## src/rtl/uart_pkg.sv

```systemverilog
// Shared definitions for the UART transmit FIFO scheduler: drain states,
// FIFO depth helper and the default byte width.
`default_nettype none

package uart_pkg;

  localparam int unsigned UART_DATA_WIDTH = 8;

  typedef enum logic [1:0] {
    ST_IDLE  = 2'd0,
    ST_START = 2'd1,
    ST_WAIT  = 2'd2,
    ST_FLUSH = 2'd3
  } drain_state_e;

  function automatic int unsigned fifo_depth(input int unsigned addr_width);
    return 32'd1 << addr_width;
  endfunction

endpackage

`default_nettype wire

```

## src/rtl/uart_tx_fifo_sched_rr_arb2.sv

```systemverilog
// Two-way round-robin grant; the pointer moves to the losing requester
// whenever the granted byte is accepted.
`default_nettype none

module rr_arb2 (
  input  logic       clk_i,
  input  logic       rst_ni,
  input  logic [1:0] req_i,
  input  logic       accept_i,
  output logic [1:0] gnt_o,
  output logic       sel_o
);

  logic rr_q;
  logic rr_d;
  logic w_sel;

  always_comb begin
    w_sel = req_i[1];
    if (req_i[0] && req_i[1]) begin
      w_sel = rr_q;
    end
  end

  assign gnt_o = {req_i[1] & w_sel, req_i[0] & ~w_sel};
  assign sel_o = w_sel;
  assign rr_d  = accept_i ? ~w_sel : rr_q;

  always_ff @(posedge clk_i or negedge rst_ni) begin
    if (!rst_ni) begin
      rr_q <= 1'b0;
    end else begin
      rr_q <= rr_d;
    end
  end

endmodule

`default_nettype wire

```

## src/rtl/uart_tx_fifo_sched.sv

```systemverilog
// Arbitrates two byte producers into the shared TX FIFO and drains it into
// the UART shifter, using the FIFO's empty-bypass for zero-latency pass-through.
`default_nettype none

module uart_tx_fifo_sched
  import uart_pkg::*;
#(
  parameter int unsigned DATA_WIDTH = UART_DATA_WIDTH,
  parameter int unsigned ADDR_WIDTH = 8,
  parameter int unsigned AF_THRESH  = 16
) (
  input  logic                  clk_i,
  input  logic                  rst_ni,
  input  logic                  flush_i,
  input  logic                  p0_valid_i,
  input  logic [DATA_WIDTH-1:0] p0_data_i,
  output logic                  p0_ready_o,
  input  logic                  p1_valid_i,
  input  logic [DATA_WIDTH-1:0] p1_data_i,
  output logic                  p1_ready_o,
  output logic                  fifo_enQ_o,
  output logic                  fifo_deQ_o,
  output logic [DATA_WIDTH-1:0] fifo_data_in_o,
  input  logic [DATA_WIDTH-1:0] fifo_data_out_i,
  input  logic                  fifo_empty_i,
  input  logic [ADDR_WIDTH:0]   fifo_count_i,
  output logic                  fifo_reset_o,
  output logic [DATA_WIDTH-1:0] tx_data_o,
  output logic                  tx_start_o,
  input  logic                  tx_ready_i,
  output logic                  almost_full_o,
  output logic                  full_o
);

  localparam int unsigned       DEPTH   = fifo_depth(ADDR_WIDTH);
  localparam int unsigned       AF_EFF  = (AF_THRESH > DEPTH) ? DEPTH : AF_THRESH;
  localparam logic [ADDR_WIDTH:0] DEPTH_C = (ADDR_WIDTH+1)'(DEPTH);
  localparam logic [ADDR_WIDTH:0] AF_C    = (ADDR_WIDTH+1)'(AF_EFF);

  drain_state_e          state_q, state_d;
  logic                  init_q;
  logic                  hold_q, hold_d;
  logic                  af_q, af_d;
  logic [DATA_WIDTH-1:0] tx_data_q, tx_data_d;

  logic [1:0]            w_req, w_gnt, w_ready;
  logic                  w_sel, w_full, w_block, w_open, w_accept;
  logic                  w_deq, w_start;
  logic [ADDR_WIDTH:0]   w_free;

  assign w_full  = (fifo_count_i == DEPTH_C);
  assign w_free  = DEPTH_C - fifo_count_i;
  assign af_d    = (w_free <= AF_C);

  // init_q keeps the first post-reset cycle quiet so the FIFO reset pulse
  // follows reset release instead of overlapping it.
  assign w_block = init_q | flush_i | (state_q == ST_FLUSH);
  assign w_open  = ~w_full & ~hold_q & ~w_block;
  assign w_req   = {p1_valid_i, p0_valid_i};

  rr_arb2 u_arb (
    .clk_i    (clk_i),
    .rst_ni   (rst_ni),
    .req_i    (w_req),
    .accept_i (w_accept),
    .gnt_o    (w_gnt),
    .sel_o    (w_sel)
  );

  assign w_ready  = w_gnt & {2{w_open}};
  assign w_accept = |w_ready;

  always_comb begin
    state_d   = state_q;
    hold_d    = 1'b0;
    tx_data_d = tx_data_q;
    w_deq     = 1'b0;
    w_start   = 1'b0;
    case (state_q)
      ST_IDLE: begin
        // Enqueue and dequeue may coincide only on an empty FIFO (bypass),
        // otherwise a pending write wins once and then yields via hold.
        if (tx_ready_i && (fifo_empty_i ? w_accept : ~w_accept)) begin
          w_deq     = 1'b1;
          tx_data_d = fifo_data_out_i;
          state_d   = ST_START;
        end
        hold_d = tx_ready_i & ~fifo_empty_i & w_accept;
      end
      ST_START: begin
        w_start = 1'b1;
        state_d = ST_WAIT;
      end
      ST_WAIT: begin
        if (tx_ready_i) begin
          state_d = ST_IDLE;
        end
      end
      ST_FLUSH: begin
        state_d = ST_IDLE;
      end
      default: begin
        state_d = ST_IDLE;
      end
    endcase
    if (flush_i || init_q) begin
      state_d   = ST_FLUSH;
      hold_d    = 1'b0;
      tx_data_d = tx_data_q;
      w_deq     = 1'b0;
    end
  end

  always_ff @(posedge clk_i or negedge rst_ni) begin
    if (!rst_ni) begin
      state_q   <= ST_IDLE;
      init_q    <= 1'b1;
      hold_q    <= 1'b0;
      af_q      <= 1'b0;
      tx_data_q <= '0;
    end else begin
      state_q   <= state_d;
      init_q    <= 1'b0;
      hold_q    <= hold_d;
      af_q      <= af_d;
      tx_data_q <= tx_data_d;
    end
  end

  assign p0_ready_o     = w_ready[0];
  assign p1_ready_o     = w_ready[1];
  assign fifo_enQ_o     = w_accept;
  assign fifo_deQ_o     = w_deq;
  assign fifo_data_in_o = w_sel ? p1_data_i : p0_data_i;
  assign fifo_reset_o   = (state_q == ST_FLUSH);
  assign tx_data_o      = tx_data_q;
  assign tx_start_o     = w_start;
  assign almost_full_o  = af_q;
  assign full_o         = w_full;

endmodule

`default_nettype wire
```

## config.mk

```make
export PLATFORM = sky130hd
export DESIGN_NAME = uart_tx_fifo_sched
export DESIGN_NICKNAME = d
export VERILOG_FILES = /design/src/rtl/uart_pkg.sv /design/src/rtl/uart_tx_fifo_sched_rr_arb2.sv /design/src/rtl/uart_tx_fifo_sched.sv
export SDC_FILE = /design/constraint.sdc
export NUM_CORES = 1
export LEC_CHECK = 0
export ABC_CLOCK_PERIOD_IN_PS = 5400
export BUFFER_PORTS_ARGS = -buffer_cell sky130_fd_sc_hd__buf_2
export CAP_MARGIN = 10
export CORE_MARGIN = 5
export CORE_UTILIZATION = 40
export CTS_BUF_LIST = sky130_fd_sc_hd__clkbuf_16
export CTS_CLUSTER_DIAMETER = 100
export DETAILED_ROUTE_END_ITERATION = 7
export PLACE_DENSITY = 0.8
export SLEW_MARGIN = 10
export SYNTH_ARGS = -nofsm -noshare
export SYNTH_HDL_FRONTEND = slang
export SYNTH_SLANG_ARGS = --single-unit
```

## constraint.sdc

```tcl
create_clock -name clk_i -period 5.4 [get_ports clk_i]
set_input_delay 0.81 -clock clk_i [delete_from_list [all_inputs] [get_ports clk_i]]
set_output_delay 0.81 -clock clk_i [all_outputs]
set_load 0.01 [all_outputs]
```

# Yosys cells after proc, flatten, opt, wreduce, memory -nomap -nowiden
# Index checks and enable logic that the tools add are counted.
# W data, S select, Z words.
dict set report classes {
  eq_ne 6
  addsub 1
  bitwise 16
  n_lt_le_gt_ge 1
  n_reduce_logical 7
  n_mux 13
}
# cell count
set op_table {}
lappend op_table {{$eq A9 B9 Y1 const B} 1}
lappend op_table {{$le A9 B5 Y1 const B} 1}
lappend op_table {{$sub A9 B9 Y9 const A} 1}
lappend op_table {{$mux W1} 8}
lappend op_table {{$mux W8} 1}
lappend op_table {{$pmux W2 S4} 1}
lappend op_table {{$not A1 Y1} 7}
lappend op_table {{$and A1 B1 Y1} 6}
lappend op_table {{$mux W2} 3}
lappend op_table {{$ne A3 B3 Y1 const B} 2}
lappend op_table {{$eq A2 B2 Y1 const B} 2}
lappend op_table {{$reduce_and A3 Y1} 1}
lappend op_table {{$and A2 B2 Y2} 1}
lappend op_table {{$eq A2 B1 Y1 const B} 1}
lappend op_table {{$logic_and A1 B1 Y1} 2}
lappend op_table {{$logic_not A2 Y1} 1}
lappend op_table {{$or A1 B1 Y1} 2}
lappend op_table {{$reduce_and A2 Y1} 1}
lappend op_table {{$reduce_or A2 Y1} 1}
lappend op_table {{$logic_or A1 B1 Y1} 1}
dict set report totals {
  elab_cells 50
  output_inout_bits 24
  register_bits 14
}

# Logic depth before layout (Yosys ltp)
# Gate-level depths: netlist of the first run.
dict set report depth {
  depth_word 12
  mapped_depth 7
}

# Modules after synthesis
# From an unflattened synthesis of the first run, not the netlist that was laid out.
dict set report unflattened {
  cells_unflattened 61
  hier_area_um2 833.3
}
# mod instances cells_each area_each_um2
set modules_own_cells {}
lappend modules_own_cells {uart_tx_fifo_sched 1 54 749.5}
lappend modules_own_cells {rr_arb2 1 7 83.8}

# Least setup slack after synthesis of the first run
# Ideal clock, no wire load.
dict set report synth_timing {
  path_kind {input to output}
  from {in fifo_count_i[5]}
  to {out fifo_deQ_o}
  n_path_buf 0
  arrival_time_ps 2329
  required_time_ps 4590
  stages 6
  path_slack_ps 2261
  cell_sequence {or4_1 > nor2_1 > ha_1 > a211oi_2 > and4_1 > nor3_4}
}
dict set report synth_via {
  elab_chain_len 12
}
# element line
set synth_lines {}
lappend synth_lines {{start, declared} uart_tx_fifo_sched.sv:26} ;# input logic [ADDR_WIDTH:0] fifo_count_i,
lappend synth_lines {{$eq A9 B9 Y1 (*)} uart_tx_fifo_sched.sv:51} ;# assign w_full = (fifo_count_i == DEPTH_C);
lappend synth_lines {{net full_o} uart_tx_fifo_sched.sv:32} ;# output logic full_o
lappend synth_lines {{$not A1 Y1 (*)} uart_tx_fifo_sched.sv:58} ;# assign w_open = ~w_full & ~hold_q & ~w_block;
lappend synth_lines {{$and A1 B1 Y1 (*) (2 in a row)} uart_tx_fifo_sched.sv:58}
lappend synth_lines {{$and A2 B2 Y2 (*)} uart_tx_fifo_sched.sv:70} ;# assign w_ready = w_gnt & {2{w_open}};
lappend synth_lines {{$reduce_or A2 Y1 (*)} uart_tx_fifo_sched.sv:71} ;# assign w_accept = |w_ready;
lappend synth_lines {{$not A1 Y1} uart_tx_fifo_sched.sv:83} ;# if (tx_ready_i && (fifo_empty_i ? w_accept : ~w_accept)) begin
lappend synth_lines {{$mux W1 (*)} uart_tx_fifo_sched.sv:83}
lappend synth_lines {{$logic_and A1 B1 Y1 (*)} uart_tx_fifo_sched.sv:83}
lappend synth_lines {{$mux W1 (*)} uart_tx_fifo_sched.sv:83}
lappend synth_lines {{$mux W1 (*)} uart_tx_fifo_sched.sv:79} ;# case (state_q)
lappend synth_lines {{$mux W1 (*)} uart_tx_fifo_sched.sv:106} ;# if (flush_i || init_q) begin
lappend synth_lines {{end, declared} uart_tx_fifo_sched.sv:22} ;# output logic fifo_deQ_o,
# Mark *: on every way through the listed nets, which the timed path passes. The rest lies on a longest branch.

# Worst setup path after layout of the first run
dict set report layout_timing {
  from {in fifo_count_i[5]}
  to {out fifo_deQ_o}
}
dict set report layout_via {
  elab_chain_len 12
}
# element line
set layout_lines {}
lappend layout_lines {{$eq A9 B9 Y1 (*)} uart_tx_fifo_sched.sv:51}
lappend layout_lines {{$not A1 Y1 (*)} uart_tx_fifo_sched.sv:58}
lappend layout_lines {{$and A1 B1 Y1 (*) (2 in a row)} uart_tx_fifo_sched.sv:58}
lappend layout_lines {{$and A2 B2 Y2 (*)} uart_tx_fifo_sched.sv:70}
lappend layout_lines {{$reduce_or A2 Y1 (*)} uart_tx_fifo_sched.sv:71}
lappend layout_lines {{$not A1 Y1} uart_tx_fifo_sched.sv:83}
lappend layout_lines {{$mux W1 (*)} uart_tx_fifo_sched.sv:83}
lappend layout_lines {{$logic_and A1 B1 Y1 (*)} uart_tx_fifo_sched.sv:83}
lappend layout_lines {{$mux W1 (*)} uart_tx_fifo_sched.sv:83}
lappend layout_lines {{$mux W1 (*)} uart_tx_fifo_sched.sv:79}
lappend layout_lines {{$mux W1 (*)} uart_tx_fifo_sched.sv:106}
# Every way passes the cells marked *; elsewhere a longest branch is shown, timed or not.

==> impl_metrics.env, run 1 <==
export IMPL_drc=0
export IMPL_grt_usage_pct=15.89
export IMPL_die_h_um=53.22
export IMPL_crit_path_end_kind="primary output"
export IMPL_cp_top_family="simple AND/OR/NAND/NOR gates"
export IMPL_coreArea_sq_mm=0.001745
export IMPL_rsz0062_at_grt="no"
export IMPL_clock_skew_ns=0.001033
export IMPL_drtIter0Drc=3
export IMPL_avgSynthCellArea_sq_um=11.86
export IMPL_finalCritPeriodShare_pct=64.24
export IMPL_met2_usage_pct=29.59
export IMPL_die_area_sq_mm=0.002832
export IMPL_synth_cell_types=25
export IMPL_cts_buffers=3
export IMPL_area_growth_pct=56.95
export IMPL_arrival_ns=2.66
export IMPL_gp_congestion=0.7772
export IMPL_yosysWarnings=0
export IMPL_netlist_area_leader_share_pct=43.55
export IMPL_cp_max_fo=9
export IMPL_wirelength_mm=2.074
export IMPL_hold_buffers=0
export IMPL_tritoncts="built"
export IMPL_cpPeakStageDelay_ns=0.51
export IMPL_wl_per_cell_um=13.38
export IMPL_clock_sinks=14
export IMPL_period_minus_slack_ns=3.469
export IMPL_grt_max_degree=15
export IMPL_antenna_found_initial=0
export IMPL_synth_largest_area_cell="dfrtp_1"
export IMPL_vdd_drop_max_mv=0.2718
export IMPL_crit_path_cell_trace="buf_2, or4_1, nor2_1, ha_1, a211oi_2, and4_1, nor3_4, buf_2"
export IMPL_slew_violations=0
export IMPL_grt_pass1_wl_mm=3.201
export IMPL_final_antenna_net_count=0
export IMPL_netlist_area_sq_um=747.0
export IMPL_grt_pass1_vias=771
export IMPL_cp_num_buf_inv=2
export IMPL_start_util_pct=42.80
export IMPL_crit_top_cell="buf_2"
export IMPL_ctsResizeCount=0
export IMPL_dr_pass1_iters=2
export IMPL_ys_seq_elements=14
export IMPL_synth_edff_count=0
export IMPL_synth_area_leaders="dfrtp_1 (44%), mux2_2 (24%), dfstp_2 (3.5%)"
export IMPL_post_cts_buffers=0
export IMPL_synth_nets=104
export IMPL_busiest_layer="met2"
export IMPL_finalSetupTns_ns=0
export IMPL_place_detailed_hpwl_mm=1.794
export IMPL_required_ns=4.59
export IMPL_nets=172
export IMPL_fill_cells=153
export IMPL_ys_seq_area_share_pct=47.07
export IMPL_status="complete, no violations"
export IMPL_synth_most_common_cell="mux2_2"
export IMPL_powerDensity_mw_per_mm2=275.2
export IMPL_clock_path_buffers=2
export IMPL_post_route_util_pct=67.17
export IMPL_start_kind="primary input"
export IMPL_drive_above_1_share_pct=66.92
export IMPL_grt_overflow=0
export IMPL_antennaDiodeCount=0
export IMPL_insertion_delay_ns=0.24
export IMPL_grt_util_met3_pct=5.352
export IMPL_rows=15
export IMPL_hold_viol=0
export IMPL_io_buffer_count=63
export IMPL_use_met1_pct=15.22
export IMPL_vias=745
export IMPL_fp_dieW_um=53.22
export IMPL_clk_pin_slew_ns=0.04
export IMPL_path_class="primary input to primary output"
export IMPL_multi_input_area_sq_um=387.9
export IMPL_htree_levels=1
export IMPL_power_leakage_nw=0.6499
export IMPL_slowest_stage="or4_1"
export IMPL_synth_top_flop_cell="dfrtp_1"
export IMPL_syn_inst=63
export IMPL_fin_hold_ws_ns=0.4589
export IMPL_cts_root_buf="clkbuf_16"
export IMPL_synthTopCellsByCount="mux2_2 (16), dfrtp_1 (13), nor2_1 (7)"
export IMPL_io_pins=64
export IMPL_seq_area_sq_um=351.6
export IMPL_fmax_ghz=0.2883
export IMPL_async_flop_share_pct=100.0
export IMPL_cap_violations=0
export IMPL_detail_route_vias_per_cell=4.806
export IMPL_setup_viol=0
export IMPL_hold_class="primary input to async pin"
[final timing paths]
| check | start | end | slack [ns] | cells after the start |
|---|---|---|---|---|
| worst max-delay path | fifo_count_i[5] | fifo_deQ_o | 1.93 | 8 |
| worst min-delay path | rst_ni | tx_data_o[4] | 0.46 | 1 |
| worst max register to register | state_q[0] | tx_data_o[4] | 3.56 | 4 |
| worst min register to register | tx_data_o[7] | tx_data_o[7] | 0.50 | 1 |
| max in group asynchronous | rst_ni | init_q | 4.65 | 1 |
| min in group clk_i | tx_data_o[7] | tx_data_o[7] | 0.50 | 1 |
[layout make-up]
class | instances | area share (%)
multi-input combinational | 47 | 33.08
tap | 25 | 2.668
clock inverter | 1 | 0.3202
inverter | 2 | 0.6403
sequential | 14 | 29.99
clock buffer | 3 | 6.403
timing repair buffer | 63 | 26.89
[cell families (layout without fill, tap and decap cells)]
group	after synthesis	count (layout)	synth area share (%)
AOI/OAI and AO/OA	8	8	9.045
and+or+nand+nor	21	21	16.59
adders and majority gates	1	1	1.675
DFF	14	14	47.07
buffers and inverters	2	69	1.005
muxes	16	16	24.12
other	1	1	0.5020
[flip-flops by register name (all words and copies together), names as in the netlist]
signal / flops
tx_data_o: 8
state_q: 2
almost_full_o: 1
hold_q: 1
init_q: 1
u_arb.rr_q: 1
[power breakdown]
group	internal [mW]	switching, mW	leakage (nW)
sequential	0.114	0.00628	0.179
clock	0.0974	0.0389	0.0423
combinational	0.0350	0.0307	0.429
total	0.247	0.0758	0.650
[cells in the final DEF (no fill, tap or decap)]
cell / instances
a211oi_2: 1
nor4_1: 1
dfstp_2: 1
ha_1: 1
and4_1: 1
nor2b_1: 2
mux2_2: 16
o21ai_2: 1
and3_1: 1
nor3_4: 1
buf_2: 63
inv_1: 3
nand3_1: 1
a2111o_1: 1
or4_1: 2
and2_2: 1
a41o_1: 1
conb_1: 1
dfrtp_1: 13
or2_0: 1
nand2_1: 2
clkbuf_16: 3
nor2_1: 7
and2_1: 1
a31oi_1: 2
a21oi_1: 1
o31ai_1: 1
[through the flow]
step           cell area, sq um  power [mW]  setup slack (ns)  instances
3_5_place_dp               1094      0.1887             1.931        151
6_report                   1172      0.3227             1.931        155
3_3_place_gp               1094      0.1854             1.997        151
5_1_grt                    1172      0.3406             1.834        155
4_1_cts                    1172      0.3274             1.919        155
2_1_floorplan             747.0      0.1547             2.261         63
[layer usage]
metal	vias to the layer above	share of wire [%]	wire, um
met5	-	0	0
met4	0	1.3	27
li1	369	-	-
met1	351	35	718
met2	21	59	1223
met3	4	5.1	105
Power figures use the tool's default switching activity.
==> inputs of run 2 (changes only) <==
Settings changed: ABC_AREA set to 1, ABC_CLOCK_PERIOD_IN_PS 5400 to 3400, PLACE_DENSITY 0.8 to 0.75.
Clock period 5.4 ns to 3.4 ns, I/O delays scaled along.
==> run 2 against run 1 <==
  * Sequential cell count did not move
  * Register-to-register slack got worse by 1.6 ns
  * Largest power group unchanged
  * Clock skew up 0.0019 ns
  * Combinational power rose by 100%
  * Highest routed layer unchanged
  * Final cell count grew 38%
  * Global-route usage is 0.77 points lower
  * Critical endpoint unchanged
  * Wire length increased by 20%
  * Sequential share of layout area fell by 3.0 points
==> impl_metrics.env, run 2 <==
export IMPL_cts_root_buf="clkbuf_16"
export IMPL_syn_inst=120
export IMPL_slew_violations=0
export IMPL_clock_skew_ns=0.002942
export IMPL_synthAdderAreaFrac_pct=1.422
export IMPL_antenna_found_initial=0
export IMPL_clk_pin_slew_ns=0.05
export IMPL_period_minus_slack_ns=2.600
export IMPL_synth_cell_types=25
export IMPL_antennaDiodeCount=0
export IMPL_crit_path_cell_trace="buf_2, nor2_1, nand2_1, nor2_1, nand3_1, nor3_1, ha_1, nor2_1, nand2_1, nor2_1, o21ai_2, nand2_2, nand2_4, nand3_4, inv_2, buf_2"
export IMPL_hold_class="primary input to async pin"
export IMPL_avgSynthCellArea_sq_um=7.330
export IMPL_synth_simple_area_share_pct=42.25
export IMPL_hold_buffers=0
export IMPL_synth_most_common_cell="nand2_1"
export IMPL_post_cts_buffers=0
export IMPL_io_buffer_count=63
export IMPL_grt_pass1_vias=963
export IMPL_synth_area_leaders="dfrtp_1 (37%), nand2_1 (20%), nand4_1 (6.4%)"
export IMPL_power_leakage_nw=0.7883
export IMPL_crit_top_cell="nor2_1"
export IMPL_fmax_ghz=0.3847
export IMPL_async_flop_share_pct=100.0
export IMPL_final_antenna_net_count=0
export IMPL_synth_compound_area_share_pct=9.531
export IMPL_reg2regPathDepth=8
export IMPL_place_detailed_hpwl_mm=2.063
export IMPL_crit_path_end_kind="primary output"
export IMPL_wl_per_cell_um=11.62
export IMPL_cpPeakStageDelay_ns=0.18
export IMPL_vias=1022
export IMPL_synth_xor_area_share_pct=0
export IMPL_cp_num_buf_inv=3
export IMPL_netlist_area_sq_um=879.6
export IMPL_area_growth_pct=48.36
export IMPL_detail_route_vias_per_cell=4.776
export IMPL_vdd_drop_max_mv=0.1997
export IMPL_mostFrequentLayoutCells="buf_2 (63), nand2_1 (48), inv_1 (13), dfrtp_1 (13)"
export IMPL_r2r_start="state_q[0]"
export IMPL_hold_viol=0
export IMPL_clock_path_buffers=2
export IMPL_grt_usage_pct=15.12
export IMPL_io_pins=64
export IMPL_synth_edff_count=0
export IMPL_ys_seq_area_share_pct=39.97
export IMPL_grt_pass1_wl_mm=3.953
export IMPL_crit_start="fifo_count_i[2]"
export IMPL_gp_congestion=0.7633
export IMPL_arrival_ns=2.09
export IMPL_drive_above_1_share_pct=42.47
export IMPL_htree_levels=1
export IMPL_status="complete, no violations"
export IMPL_grt_max_degree=15
export IMPL_final_common_cell="buf_2"
export IMPL_netlist_area_leader_share_pct=36.98
export IMPL_insertion_delay_ns=0.24
export IMPL_yosysWarnings=0
export IMPL_cp_max_fo=10
export IMPL_multi_input_area_sq_um=471.7
export IMPL_cap_violations=0
export IMPL_tritoncts="built"
export IMPL_drc=0
export IMPL_synth_top_flop_cell="dfrtp_1"
export IMPL_synth_top_family_by_area="simple AND/OR/NAND/NOR gates"
export IMPL_cp_top_family="simple AND/OR/NAND/NOR gates"
export IMPL_slowest_stage="ha_1"
export IMPL_largest_register_ffs=8
export IMPL_r2r_end="tx_data_o[4]"
export IMPL_layout_cells_non_filler=214
export IMPL_powerDensity_mw_per_mm2=414.8
export IMPL_seq_area_sq_um=351.6
export IMPL_r2r_slack_ns=1.94
export IMPL_finalSetupTns_ns=0
export IMPL_synth_mux_area_share_pct=0
export IMPL_fp_dieW_um=56.90
export IMPL_ctsResizeCount=0
export IMPL_setup_viol=0
export IMPL_fill_cells=212
export IMPL_finalCritPeriodShare_pct=76.46
export IMPL_start_util_pct=40.94
export IMPL_dp_cells=210
export IMPL_synth_nets=161
export IMPL_wirelength_mm=2.487
export IMPL_path_class="primary input to primary output"
export IMPL_nets=228
export IMPL_clock_sinks=14
export IMPL_grt_overflow=0
export IMPL_start_kind="primary input"
export IMPL_rsz0062_at_grt="no"
export IMPL_rows=17
export IMPL_required_ns=2.89
export IMPL_synth_largest_area_cell="dfrtp_1"
export IMPL_ys_seq_elements=14
export IMPL_dr_pass1_iters=4
export IMPL_die_h_um=56.90
export IMPL_coreArea_sq_mm=0.002148
export IMPL_die_area_sq_mm=0.003237
export IMPL_drtIter0Drc=18
export IMPL_cts_buffers=3
export IMPL_synthTopCellsByCount="nand2_1 (48), dfrtp_1 (13), inv_1 (13)"
[run 2: cell types whose count changed in the layout (fill, tap and decap cells not counted), sizes merged, moves of 3 or more]
| cell | change |
|---|---|
| inv | +11 |
| mux2 | -16 |
| nand2 | +51 |
| nand4 | +9 |
| nor2 | +4 |
| o21ai | +3 |
[run 2: layout make-up]
| cell class | instances | share of cell area [%] |
|---|---|---|
| inverters | 14 | 4.027 |
| repair buffers | 63 | 24.16 |
| multi-input cells | 91 | 36.15 |
| clock buffers | 3 | 5.753 |
| well taps | 28 | 2.685 |
| flip-flops and latches | 14 | 26.94 |
| clock inverters | 1 | 0.2876 |
[run 2: cell families after synthesis]
logic type	count (synthesis)
AOI/OAI and AO/OA	10
adders and majority gates	1
buffers and inverters	15
DFF	14
other	1
and+or+nand+nor	79
[run 2: power by group]
| part | internal (mW) | total, mW | switching, mW |
|---|---|---|---|
| registers | 0.182 | 0.190 | 0.00718 |
| clock network | 0.155 | 0.219 | 0.0640 |
| logic | 0.0532 | 0.133 | 0.0793 |
| total | 0.391 | 0.541 | 0.150 |
[run 2: metal layers]
metal	track usage (%)	up-vias	part of all wire, %
met5	0	-	0
met3	4.828	4	7.4
met2	28.55	30	54
met4	3.974	0	1.3
li1	-	515	-
met1	15.75	473	37
[run 2: worst max path at each step]
stage / end / slack (ns) / depth (start not counted)
after floorplan: fifo_deQ_o / 1.04 / 14
after global placement: fifo_deQ_o / 0.84 / 16
after detailed placement: fifo_deQ_o / 0.79 / 16
after CTS: fifo_deQ_o / 0.78 / 16
after global routing: fifo_deQ_o / 0.58 / 16
final: fifo_deQ_o / 0.80 / 16
[run 2: metrics by stage]
step                      total power [mW]  area (sq um)  hold slack, ns  util (%)  worst slack, ns
after floorplan                     0.2621         879.6          0.2144         -            1.035
after global placement              0.3205          1226          0.4171     57.08           0.8377
after detailed placement            0.3250          1226          0.4231     57.08           0.7894
after CTS                           0.5454          1305          0.1731     60.75           0.7791
after global routing                0.5696          1305          0.1852     60.75           0.5847
final                               0.5413          1305          0.1631     60.75           0.8004
